File: src/rtl/cla_sched_pkg.sv
// Shared types, widths and the signed-overflow rule for the CLA add scheduler.
package cla_sched_pkg;

  typedef enum logic [1:0] {
    IDLE = 2'd0,
    CALC = 2'd1,
    RESP = 2'd2
  } sched_state_e;

  localparam int DATA_W = 32;

  // Signed overflow: both addend signs agree but the result sign differs.
  function automatic logic ovf_calc(input logic x_msb, input logic y_msb, input logic s_msb);
    return (x_msb == y_msb) && (s_msb != x_msb);
  endfunction

endpackage

File: src/rtl/CLA_32bit.sv
// 32-bit hierarchical carry-lookahead adder: 4-bit groups, 16-bit super-groups,
// full lookahead on both levels and on the carry-out.
module CLA_32bit
  import cla_sched_pkg::*;
(
  input  logic [DATA_W-1:0] a,
  input  logic [DATA_W-1:0] b,
  input  logic              cin,
  output logic [DATA_W-1:0] sum,
  output logic              cout
);

  // Carries into positions 0..3 of a 4-wide lookahead unit.
  function automatic logic [3:0] la_carry(input logic [2:0] g, input logic [2:0] p, input logic c0);
    logic [3:0] c;
    c[0] = c0;
    c[1] = g[0] | (p[0] & c0);
    c[2] = g[1] | (p[1] & g[0]) | (p[1] & p[0] & c0);
    c[3] = g[2] | (p[2] & g[1]) | (p[2] & p[1] & g[0]) | (p[2] & p[1] & p[0] & c0);
    return c;
  endfunction

  function automatic logic la_gen(input logic [3:0] g, input logic [3:0] p);
    return g[3] | (p[3] & g[2]) | (p[3] & p[2] & g[1]) | (p[3] & p[2] & p[1] & g[0]);
  endfunction

  logic [DATA_W-1:0] p_bit, g_bit, c_bit;
  logic [7:0]        gg1, pp1, c_grp;
  logic [1:0]        gg2, pp2, c_sup;

  assign p_bit = a ^ b;
  assign g_bit = a & b;

  for (genvar gi = 0; gi < 8; gi++) begin : g_lvl1
    assign gg1[gi] = la_gen(g_bit[4*gi +: 4], p_bit[4*gi +: 4]);
    assign pp1[gi] = &p_bit[4*gi +: 4];
  end

  for (genvar gi = 0; gi < 2; gi++) begin : g_lvl2
    assign gg2[gi] = la_gen(gg1[4*gi +: 4], pp1[4*gi +: 4]);
    assign pp2[gi] = &pp1[4*gi +: 4];
  end

  assign c_sup[0] = cin;
  assign c_sup[1] = gg2[0] | (pp2[0] & cin);
  assign cout     = gg2[1] | (pp2[1] & gg2[0]) | (pp2[1] & pp2[0] & cin);

  for (genvar gi = 0; gi < 2; gi++) begin : g_grp_carry
    assign c_grp[4*gi +: 4] = la_carry(gg1[4*gi +: 3], pp1[4*gi +: 3], c_sup[gi]);
  end

  for (genvar gi = 0; gi < 8; gi++) begin : g_bit_carry
    assign c_bit[4*gi +: 4] = la_carry(g_bit[4*gi +: 3], p_bit[4*gi +: 3], c_grp[gi]);
  end

  assign sum = p_bit ^ c_bit;

endmodule

File: src/rtl/rr_arbiter_nreq.sv
// Round-robin pick: first asserted request at or after ptr, wrapping modulo NREQ.
module rr_arbiter_nreq #(
  parameter int NREQ = 4,
  parameter int IDW  = $clog2(NREQ)
) (
  input  logic [NREQ-1:0] req,
  input  logic [IDW-1:0]  ptr,
  output logic [NREQ-1:0] grant,
  output logic [IDW-1:0]  grant_idx,
  output logic            grant_any
);

  localparam logic [IDW:0] NREQ_W = (IDW+1)'(NREQ);

  logic [IDW-1:0]  cand [NREQ];
  logic [NREQ-1:0] cand_hit;

  // cand[k] is the requester index k positions after ptr.
  for (genvar gi = 0; gi < NREQ; gi++) begin : g_cand
    logic [IDW:0] raw;
    assign raw          = {1'b0, ptr} + (IDW+1)'(gi);
    assign cand[gi]     = (raw >= NREQ_W) ? IDW'(raw - NREQ_W) : raw[IDW-1:0];
    assign cand_hit[gi] = req[cand[gi]];
  end

  always_comb begin
    grant_idx = '0;
    grant_any = 1'b0;
    for (int k = NREQ - 1; k >= 0; k--) begin
      if (cand_hit[k]) begin
        grant_idx = cand[k];
        grant_any = 1'b1;
      end
    end
  end

  assign grant = grant_any ? (NREQ'(1) << grant_idx) : '0;

endmodule

File: src/rtl/cla_add_scheduler.sv
// Shares one CLA_32bit between NREQ round-robin requesters; one op per two cycles.
// Define CLA_SCHED_SUB_EN to add the per-requester req_sub (x - y) input.
module cla_add_scheduler
  import cla_sched_pkg::*;
#(
  parameter int NREQ = 4,
  parameter int IDW  = $clog2(NREQ)
) (
  input  logic                   clk,
  input  logic                   rst_n,
  input  logic [NREQ-1:0]        req_valid,
  output logic [NREQ-1:0]        req_ready,
  input  logic [DATA_W*NREQ-1:0] req_x,
  input  logic [DATA_W*NREQ-1:0] req_y,
  input  logic [NREQ-1:0]        req_cin,
`ifdef CLA_SCHED_SUB_EN
  input  logic [NREQ-1:0]        req_sub,
`endif
  output logic                   rsp_valid,
  input  logic                   rsp_ready,
  output logic [DATA_W-1:0]      rsp_sum,
  output logic                   rsp_cout,
  output logic                   rsp_ovf,
  output logic [IDW-1:0]         rsp_id
);

  sched_state_e      state_q, state_d;
  logic [IDW-1:0]    rr_ptr_q, rr_ptr_d;
  logic [DATA_W-1:0] x_q, x_d, y_q, y_d;
  logic              cin_q, cin_d;
  logic [IDW-1:0]    id_q, id_d;
  logic              rsp_valid_q, rsp_valid_d;
  logic [DATA_W-1:0] rsp_sum_q, rsp_sum_d;
  logic              rsp_cout_q, rsp_cout_d;
  logic              rsp_ovf_q, rsp_ovf_d;
  logic [IDW-1:0]    rsp_id_q, rsp_id_d;
`ifdef CLA_SCHED_SUB_EN
  logic              sub_q, sub_d;
`endif

  logic [NREQ-1:0]   grant_oh;
  logic [IDW-1:0]    grant_idx;
  logic              grant_any;
  logic              accept_en, accept;
  logic [DATA_W-1:0] add_y, add_sum;
  logic              add_cin, add_cout;

  rr_arbiter_nreq #(
    .NREQ (NREQ),
    .IDW  (IDW)
  ) u_arb (
    .req       (req_valid),
    .ptr       (rr_ptr_q),
    .grant     (grant_oh),
    .grant_idx (grant_idx),
    .grant_any (grant_any)
  );

  // New work is taken only when nothing is pending, or the pending result retires now.
  assign accept_en = (state_q == IDLE) || ((state_q == RESP) && rsp_ready);
  assign accept    = rst_n && accept_en && grant_any;
  assign req_ready = accept ? grant_oh : '0;

`ifdef CLA_SCHED_SUB_EN
  assign add_y   = sub_q ? ~y_q : y_q;
  assign add_cin = sub_q | cin_q;
`else
  assign add_y   = y_q;
  assign add_cin = cin_q;
`endif

  CLA_32bit u_cla (
    .a    (x_q),
    .b    (add_y),
    .cin  (add_cin),
    .sum  (add_sum),
    .cout (add_cout)
  );

  always_comb begin
    state_d     = state_q;
    rr_ptr_d    = rr_ptr_q;
    x_d         = x_q;
    y_d         = y_q;
    cin_d       = cin_q;
    id_d        = id_q;
    rsp_valid_d = rsp_valid_q;
    rsp_sum_d   = rsp_sum_q;
    rsp_cout_d  = rsp_cout_q;
    rsp_ovf_d   = rsp_ovf_q;
    rsp_id_d    = rsp_id_q;
`ifdef CLA_SCHED_SUB_EN
    sub_d       = sub_q;
`endif

    if (accept) begin
      x_d      = req_x[int'(grant_idx)*DATA_W +: DATA_W];
      y_d      = req_y[int'(grant_idx)*DATA_W +: DATA_W];
      cin_d    = req_cin[grant_idx];
      id_d     = grant_idx;
      rr_ptr_d = (grant_idx == IDW'(NREQ - 1)) ? '0 : grant_idx + IDW'(1);
`ifdef CLA_SCHED_SUB_EN
      sub_d    = req_sub[grant_idx];
`endif
    end

    case (state_q)
      IDLE: begin
        if (accept) state_d = CALC;
      end
      CALC: begin
        rsp_sum_d   = add_sum;
        rsp_cout_d  = add_cout;
        rsp_ovf_d   = ovf_calc(x_q[DATA_W-1], add_y[DATA_W-1], add_sum[DATA_W-1]);
        rsp_id_d    = id_q;
        rsp_valid_d = 1'b1;
        state_d     = RESP;
      end
      RESP: begin
        if (rsp_ready) begin
          rsp_valid_d = 1'b0;
          state_d     = accept ? CALC : IDLE;
        end
      end
      default: state_d = IDLE;
    endcase
  end

  always_ff @(posedge clk or negedge rst_n) begin
    if (!rst_n) begin
      state_q     <= IDLE;
      rr_ptr_q    <= '0;
      x_q         <= '0;
      y_q         <= '0;
      cin_q       <= 1'b0;
      id_q        <= '0;
      rsp_valid_q <= 1'b0;
      rsp_sum_q   <= '0;
      rsp_cout_q  <= 1'b0;
      rsp_ovf_q   <= 1'b0;
      rsp_id_q    <= '0;
`ifdef CLA_SCHED_SUB_EN
      sub_q       <= 1'b0;
`endif
    end else begin
      state_q     <= state_d;
      rr_ptr_q    <= rr_ptr_d;
      x_q         <= x_d;
      y_q         <= y_d;
      cin_q       <= cin_d;
      id_q        <= id_d;
      rsp_valid_q <= rsp_valid_d;
      rsp_sum_q   <= rsp_sum_d;
      rsp_cout_q  <= rsp_cout_d;
      rsp_ovf_q   <= rsp_ovf_d;
      rsp_id_q    <= rsp_id_d;
`ifdef CLA_SCHED_SUB_EN
      sub_q       <= sub_d;
`endif
    end
  end

  assign rsp_valid = rsp_valid_q;
  assign rsp_sum   = rsp_sum_q;
  assign rsp_cout  = rsp_cout_q;
  assign rsp_ovf   = rsp_ovf_q;
  assign rsp_id    = rsp_id_q;

endmodule
File: config.mk
export PLATFORM = sky130hd
export DESIGN_NAME = cla_add_scheduler
export DESIGN_NICKNAME = d
export VERILOG_FILES = /design/src/rtl/cla_sched_pkg.sv /design/src/rtl/CLA_32bit.sv /design/src/rtl/rr_arbiter_nreq.sv /design/src/rtl/cla_add_scheduler.sv
export SDC_FILE = /design/constraint.sdc
export NUM_CORES = 1
export LEC_CHECK = 0
export ABC_AREA = 1
export CORE_MARGIN = 8
export CORE_UTILIZATION = 45
export CTS_CLUSTER_DIAMETER = 200
export DETAILED_ROUTE_END_ITERATION = 7
export HOLD_SLACK_MARGIN = 0.02
export MAX_ROUTING_LAYER = met4
export PLACE_DENSITY = 0.78
export SLEW_MARGIN = 20
export SYNTH_ARGS = -nofsm -noshare
export SYNTH_HDL_FRONTEND = slang
export SYNTH_SLANG_ARGS = --single-unit
File: constraint.sdc
create_clock -name clk -period 2.7 [get_ports clk]
set_input_delay 0.54 -clock clk [delete_from_list [all_inputs] [get_ports clk]]
set_output_delay 0.54 -clock clk [all_outputs]
set_load 0.1 [all_outputs]
==> results.py <==
metrics = {
    "cts": {
        "clk_pin_slew_worst_paths_ns": 0.08,
        "cts_root_buffer": "clkbuf_16",
        "clk_path_buf_depth": 2,
        "insertion_delay_ns": 0.35,
        "cts-hold-fix-buffers": 0,
        "cts_sinks": 108,
        "htreeDepth": 3,
        "cts_tree": "done",
        "numCtsBuffers": 9,
    },
    "drt": {
        "wirelength_um": 29870,
        "via_per_inst": 4.868,
        "vias": 9638,
        "drc_errors": 0,
        "drtPass1Iterations": 5,
        "drtIter0Drc": 590,
        "antenna_left": 0,
        "wl_per_cell_um": 15.08,
    },
    "die": {
        "rows": 51,
        "ioPinCount": 308,
        "initial_utilization_pct": 45.27,
        "die_w_um": 155,
        "core_area_um2": 19210,
        "die_h_um": 155,
        "die-area_um2": 24030,
    },
    "critical_path": {
        "critPathMaxFanout": 6,
        "slowest_delay_ns": 0.49,
        "end_kind": "output port",
        "cp.required_ns": 2.16,
        "cp-start-kind": "flip-flop",
        "critPathSlowestCell": "dfrtp_2",
        "crit_type": "reg -> out",
        "arrival_ns": 2.22,
        "worstPathCellList": "xnor2_2 > nand2_2 > o21ai_2 > inv_2 > nand2_1 > nand2_1 > nand2_2 > nand2_4 > inv_4 > ha_4 > inv_2 > nor2_4 > buf_12",
    },
    "synthesis": {
        "yosysSeqAreaShare_pct": 31.08,
        "syn_nets": 1725,
        "async_reset_ff_share_pct": 100.0,
        "syn-instance-count": 1414,
        "ys_ff_latch": 108,
        "ys_top_cells_by_count": "558 x nand2_1, 258 x inv_1, 240 x nand3_1",
        "synth_edf_count": 0,
        "synth_area_per_cell_um2": 6.149,
        "syn-cell-area_um2": 8695,
        "yosys.area.top_type": "dfrtp_1",
        "netlist_top_cells_area": "dfrtp_1 31%, nand2_1 24%, nand3_1 14%",
        "yosysWarnings": 0,
        "yosysTopAreaCellShare_pct": 31.08,
        "synth_most_common_cell": "nand2_1",
        "synth-main-ff-cell": "dfrtp_1",
        "synth_cell_types": 31,
    },
    "layout": {
        "fin_nets": 2019,
        "design_area_um2": 12670,
        "drive_gt1_share_pct": 8.581,
        "area_delta_synth_final_pct": 45.78,
    },
    "global_routing": {
        "grt_first_pass_wirelength_um": 47350,
        "grt_max_degree": 80,
        "grt_pass1_vias": 9300,
        "grt.total_usage_pct": 25.22,
        "grt.overflow.total": 0,
        "antenna_found_initial": 2,
    },
    "power_and_ir_drop": {
        "leakage_uw": 0.007062,
        "power.density_nw_per_um2": 1443,
        "irDropWorstVdd_v": 0.001316,
    },
    "placed_design": {
        "place_area_um2": 12140,
        "port_buffers": 307,
        "gp_congestion": 0.9054,
        "place_hpwl_um": 23450,
    },
    "sta": {
        "finalClockSkew_ns": 0.007430,
        "tns_ns": -0.1233,
        "drv_slew": 0,
        "fin_crit_sh_pct": 102.0,
        "rsz0062_at_grt": "yes",
        "layout_min_cycle_time_ns": 2.755,
        "finalSetupViolations": 3,
        "slew_headroom_pct": 44.95,
        "setup_ws_ns": -0.05530,
        "max_freq_ghz": 0.3629,
        "tightest_slew_ns": 0.8257,
        "hold_slack_ns": 0.3213,
        "hold_viol": 0,
    },
    "min_path": {
        "holdCritPathClass": "in -> async",
    },
    "flow_run": {
        "maxCapViolCount": 0,
    },
    "run_status": {
        "outcome": "finished, violations left",
        "violations": "negative setup slack",
    },
}
-- registers in the layout, indices dropped and copies added, names as in the netlist --
signal     count
add_cin        1
add_y         32
id_q           2
rr_ptr_q       2
rsp_cout       1
rsp_id         2
rsp_ovf        1
rsp_sum       32
rsp_valid      1
state_q        2
x_q           32
-- metrics by stage --
stage | util, % | std cells | setup WS (ns) | total power [uW]
floorplan | - | 1414 | -0.01537 | 12480
CTS | 65.51 | 1975 | -0.01722 | 18080
global route | 65.99 | 1980 | -0.1148 | 19920
detailed placement | 63.21 | 1952 | -0.1635 | 16250
finish | 65.99 | 1980 | -0.05530 | 18290
global placement | 63.21 | 1952 | -0.1613 | 16010
-- per-layer routing --
| layer | up-vias | routed length (um) | global-route usage [%] |
|---|---|---|---|
| met1 | 4389 | 13520 | 32.73 |
| met3 | 33 | 1752 | 4.050 |
| li1 | 4900 | - | - |
| met4 | 0 | 556 | 7.046 |
| met5 | - | 0 | - |
| met2 | 316 | 14040 | 40.22 |
-- cell type report --
type | count | area [um^2]
antenna | 2 | 5.005
tap | 265 | 331.6
fill | 1721 | 6533
timing repair buffer | 353 | 3478
multi-input combinational | 972 | 4821
clock buffer | 9 | 225.2
clock inverter | 7 | 105.1
sequential | 108 | 2705
inverter | 264 | 1003
-- final timing paths --
check / start / endpoint / slack (ns) / cells after the start
max in group asynchronous: rst_n / rr_ptr_q[0] / 1.07 / 3
worst max register to register: rr_ptr_q[0] / add_y[16] / 0.08 / 16
min in group clk: rsp_sum[20] / rsp_sum[20] / 0.48 / 2
worst min-delay path: rst_n / id_q[0] / 0.32 / 2
worst max-delay path: rr_ptr_q[0] / req_ready[3] / -0.06 / 13
worst min register to register: rsp_sum[20] / rsp_sum[20] / 0.48 / 2
-- where the power goes --
group | switching [uW] | internal (uW) | leakage, uW
registers | 654 | 2440 | 0.00134
clock network | 636 | 828 | 0.000159
logic | 9120 | 4610 | 0.00557
-- critical path, delay by kind of cell, from the launching register on --
family,cells,cell delay (ns)
buffers and inverters,4,0.38
flip-flops,1,0.49
XOR/XNOR,1,0.25
adder cells (fa/ha/maj),1,0.13
AND/OR/NAND/NOR,6,0.51
AO/OA/AOI/OAI,1,0.08
-- repair_timing --
item | in CTS | in global routing
setup buffers | 7 | 3
endpoints found under the hold margin | 0 | 0
setup endpoints to repair | 4 | 7
pin swaps | 12 | 3
gates resized for setup | 25 | 19
-- cells by family (layout without fill, tap and decap cells) --
group,Yosys count,in the layout,share of synthesized area [%]
and+or+nand+nor,851,851,40.90
buffers and inverters,334,633,15.30
DFF,108,108,31.08
AOI/OAI and AO/OA,64,64,4.303
adders and majority gates,44,44,7.023
xor gates and xnor gates,13,13,1.396
other,0,2,0
-- cell usage in the layout (no fill, tap or decap), drive strengths merged, types with 10 or more instances in the layout --
| cell | count |
|---|---|
| o21ai | 24 |
| nand3 | 241 |
| ha | 36 |
| dfrtp | 108 |
| nor2 | 38 |
| o211ai | 17 |
| nand2 | 562 |
| buf | 88 |
| xnor2 | 10 |
| inv | 267 |
| a21oi | 17 |
| clkdlybuf4s50 | 261 |
(Power assumes the default switching activity.)
==> RTL edit 1: new RTL, config.mk and constraints unchanged <==
The option `CLA_SCHED_SUB_EN` is turned on by a define.
--- a/src/rtl/cla_add_scheduler.sv
+++ b/src/rtl/cla_add_scheduler.sv
@@ -2,2 +2,4 @@
 // Define CLA_SCHED_SUB_EN to add the per-requester req_sub (x - y) input.
+`define CLA_SCHED_SUB_EN
+
 module cla_add_scheduler
Ports: changed (added req_sub); port bits go from 308 to 312. No check against the original RTL was run, so the function may have changed too.
==> RTL edit 1 against the unedited design <==
Cell area is 9.9% higher; routed wire length is 10% higher; maximum frequency is 1.8% lower; highest routed layer unchanged; the flow still finishes with violations (setup timing); count of clock-buffer cells in the layout is 3 higher; setup slack worse by 0.050 ns; largest cell class unchanged; sequential cell count is 1 higher; via count is 6.1% higher; first-iteration DRC count is 23% higher; clock skew is 0.0017 ns higher; area after synthesis is 3.5% higher.
Power is not shown: default switching activity piles up to over one toggle a cycle in this logic, so the estimate is an artifact.
==> RTL edit 1: results (changes against the unedited design) <==
vias_per_cell: 4.98  # +2.2%
fin_ws_ns: -0.105  # -0.0496 ns
yosysSeqAreaShare_pct: 30.3  # -0.77 points
drt_iter0_markers: 725  # +23%
status: "finished, violations left"
worstMarginPinSlew_ns: 0.725  # -0.101 ns
routed-wl-met3_um: 2000  # +14%
ys_types: 35  # +13%
critPathArrivalTime_ns: 2.26  # +0.04 ns
setup_viol_count_final: 12  # +9
met2_length_um: 15800  # +12%
yosys-top-cells-count: "nand2_1, inv_1, nand3_1"
grt_pass1_wl_um: 49200  # +3.9%
rr_worst_depth: 15  # -1
syn_nets: 1746  # +1.2%
grt_pass1_vias: 9723  # +4.5%
io_buffers: 311  # +1.3%
slowest_delay_ns: 0.43  # -0.06 ns
grtUsageTotal_pct: 25.5  # +0.30 points
worstReg2RegStart: "sub_q"
routed_wl_um: 33000  # +10%
yosys-top-cells-area: "dfrtp_1, nand2_1, nand3_1"
drive_gt1_share_pct: 15.3  # +6.7 points
gp_congestion: 0.889  # -1.9%
failed_checks: "setup timing"
nNetsFinal: 2099  # +4.0%
==> RTL edit 1: per-stage QoR <==
step	hold slack (ns)	worst slack (ns)	area, um2	instances	utilization, %
after floorplan	0.244	-0.0313	9180	1431	-
after global placement	0.445	-0.211	13000	2019	66.4
after detailed placement	0.461	-0.253	13000	2019	66.4
after CTS	0.100	-0.102	13400	2038	68.6
after global routing	0.120	-0.197	13900	2054	71.3
final	0.0939	-0.105	13900	2054	71.3
==> RTL edit 1: worst paths after layout <==
path	endpoint	slack [ns]
max	req_ready[3]	-0.10
min	rsp_sum[22]	0.09
max reg2reg	rsp_sum[28]	-0.08
min reg2reg	state_q[1]	0.46
max in group asynchronous	rsp_sum[10]	1.55
min in group clk	state_q[1]	0.46
==> RTL edit 1: layout make-up <==
| class | count | area [um2] |
|---|---|---|
| Sequential cell | 109 | 2730 |
| Inverter | 215 | 820 |
| Clock buffer | 12 | 246 |
| Tap cell | 265 | 332 |
| Timing Repair Buffer | 417 | 4030 |
| Multi-Input combinational cell | 1032 | 5720 |
| Fill cell | 1657 | 5600 |
| Clock inverter | 4 | 55.1 |
==> RTL edit 1: logic make-up (layout without fill, tap and decap cells) <==
family,Yosys count,count (layout),synth area share [%]
and+or+nand+nor,880,880,41.8
buffers and inverters,290,648,12.7
DFF,109,109,30.3
adders and majority gates,44,44,6.79
AOI/OAI and AO/OA,63,63,3.92
xor gates and xnor gates,45,45,4.46
==> RTL edit 1: what timing repair did <==
action,4_1_cts,5_1_grt
cloned,0,2
gates resized for setup,29,92
pin swaps,8,29
endpoints found under the setup margin,13,19
hold endpoints to repair,0,0
buffers inserted,3,15
==> RTL edit 1: per-layer routing <==
metal  global-route usage [%]  vias to the layer above
met5                        -                        -
met4                     5.76                        0
met3                     3.92                       47
met2                     40.8                      375
met1                     33.6                     4709
li1                         -                     5091
==> RTL edit 2: new RTL, same flow settings <==
Without the edit above. `y_q` no longer has a reset.
--- a/src/rtl/cla_add_scheduler.sv
+++ b/src/rtl/cla_add_scheduler.sv
@@ -133,3 +133,2 @@
       x_q         <= '0;
-      y_q         <= '0;
       cin_q       <= 1'b0;
@@ -148,3 +147,2 @@
       x_q         <= x_d;
-      y_q         <= y_d;
       cin_q       <= cin_d;
@@ -162,2 +160,6 @@
 
+  always_ff @(posedge clk) begin
+    y_q <= y_d;
+  end
+
   assign rsp_valid = rsp_valid_q;
Function: same outputs for any inputs over 4 cycles, from zero or initial values and one cycle with rst_n low; that may be too few to reach the edited logic, so the function may still have changed.
==> RTL edit 2 against the unedited design <==
Setup slack better by 0.0058 ns; critical path type unchanged; area after synthesis decreased by 6.2%; register-to-register slack about the same; sequential cell count is the same; maximum frequency rose by 0.21%; total power up 0.95%; the run still ends with setup timing left; worst hold slack improved by 0.15 ns; clock skew increased by 0.0042 ns; cell area shrank 4.6%; routed wire length down 5.6%.
==> RTL edit 2: results (changes against the unedited design) <==
status: "finished, violations left"
failed_checks: "setup timing"
vias_per_cell: 5.06  # +4.0%
grtUsageTotal_pct: 24.6  # -0.58 points
met1_usage_pct: 30.6  # -2.1 points
detailed_place_hpwl_um: 22200  # -5.5%
grt_antenna_before_repair: 0  # -2
setup_viol_count_final: 3  # unchanged
ys_types: 33  # +6.5%
routed_wl_um: 28200  # -5.6%
fillers: 1513  # -12%
drive_gt1_share_pct: 10.8  # +2.2 points
yosys-top-cells-area: "dfrtp_1, nand2_1, edfxtp_1"
drt_iter0_markers: 613  # +3.9%
synth_edf_count: 32  # +32
gp_congestion: 0.902  # -0.38%
ys_async_sr_fraction_pct: 70.4  # -30 points
grt_pass1_wl_um: 42800  # -9.6%
yosys-top-cells-count: "nand2_1, inv_1, nand3_1"
fin_ws_ns: -0.0495  # +0.00581 ns
grt_use_met3_pct: 3.85  # -0.20 points
yosysSeqAreaShare_pct: 35.1  # +4.0 points
leakage_nw: 5.90  # -16%
finalSetupTns_ns: -0.0591  # +0.0642 ns
met2_usage_pct: 39.8  # -0.42 points
grt_pass1_vias: 8460  # -9.0%
maxSlewHeadroom_pct: 36.8  # -8.1 points
ir_drop_mv: 1.12  # -15%
cp_max_fo: 7  # +1
grt_max_degree: 77  # -3.8%
syn_nets: 1479  # -14%
diodes: 0  # -2
nNetsFinal: 1783  # -12%
finClkSkew_ns: 0.0116  # +0.00421 ns
RTL edit 2: changes by cell type in the layout (fill, tap and decap cells not counted), sizes merged, moves of 4 or more:
cell,unedited run,this run
clkbuf,9,13
dfrtp,108,76
edfxtp,0,32
inv,267,153
nand2,562,393
nand3,241,110
nand3b,5,70
nor2,38,66
o211ai,17,0
o21ai,24,89
o22ai,0,32
RTL edit 2: cell type report:
type                            count  area (um2)  area share (%)
Clock buffer                       12         236            1.96
Inverter                          153         589            4.87
Clock inverter                      4        26.3           0.217
Timing Repair Buffer              356        3500            29.0
Multi-Input combinational cell    844        4580            37.9
Sequential cell                   108        2870            23.7
Tap cell                          229         287            2.37
RTL edit 2: worst register-to-register path, stage by stage (launching register included):
cell	delay [ns]
dfrtp_2	0.48
buf_12	0.17
nand2_2	0.08
nand3_2	0.13
nand2_2	0.11
nand3_4	0.11
nand2_4	0.10
nand2_4	0.07
nand2_8	0.10
buf_4	0.12
buf_4	0.10
buf_4	0.16
buf_12	0.27
nand2_1	0.13
o21ai_1	0.10
o22ai_1	0.13
RTL edit 2: final timing paths:
kind	from	end	slack, ns	cells past startpoint
setup reg to reg	rr_ptr_q[0]	add_y[15]	0.08	15
min in group clk	rsp_sum[4]	rsp_sum[4]	0.47	2
setup / recovery	rr_ptr_q[0]	req_ready[1]	-0.05	12
hold reg to reg	rsp_sum[4]	rsp_sum[4]	0.47	2
hold / removal	rst_n	rsp_sum[26]	0.47	2
max in group asynchronous	rst_n	rr_ptr_q[0]	1.57	2
RTL edit 2: power by group:
part           internal [W]  switching (W)
combinational       0.00477        0.00903
clock              0.000626       0.000576
sequential          0.00281       0.000658
total               0.00820         0.0103
RTL edit 2: kinds of logic (layout without fill, tap and decap cells):
logic type,count (synthesis),after routing,share of synthesized area [%]
simple gates,646,646,35.3
buf+inv,216,525,11.5
compound gates,143,143,9.41
flops,108,108,35.1
fa+ha+maj,44,44,7.49
xor+xnor,11,11,1.18
RTL edit 2: what timing repair did:
item / 4_1_cts / 5_1_grt
setup endpoints to repair: 4 / 49
pin swaps: 12 / 18
gates resized for setup: 27 / 38
buffers inserted: 11 / 5
cloned: 0 / 1
RTL edit 2: per-stage QoR:
step / std cells / power, W / cell area, um2 / setup slack [ns]
floorplan: 1168 / 0.0129 / 8190 / -0.00757
global placement: 1676 / 0.0161 / 11500 / -0.149
detailed placement: 1676 / 0.0164 / 11500 / -0.260
CTS: 1703 / 0.0180 / 11900 / 0.00590
global route: 1706 / 0.0201 / 12100 / -0.169
finish: 1706 / 0.0185 / 12100 / -0.0495
RTL edit 2: routing by layer:
layer | wire length [um] | up-vias
met3 | 1850 | 54
met2 | 13700 | 305
met5 | 0 | -
li1 | - | 4361
met1 | 11900 | 3919
met4 | 811 | 0
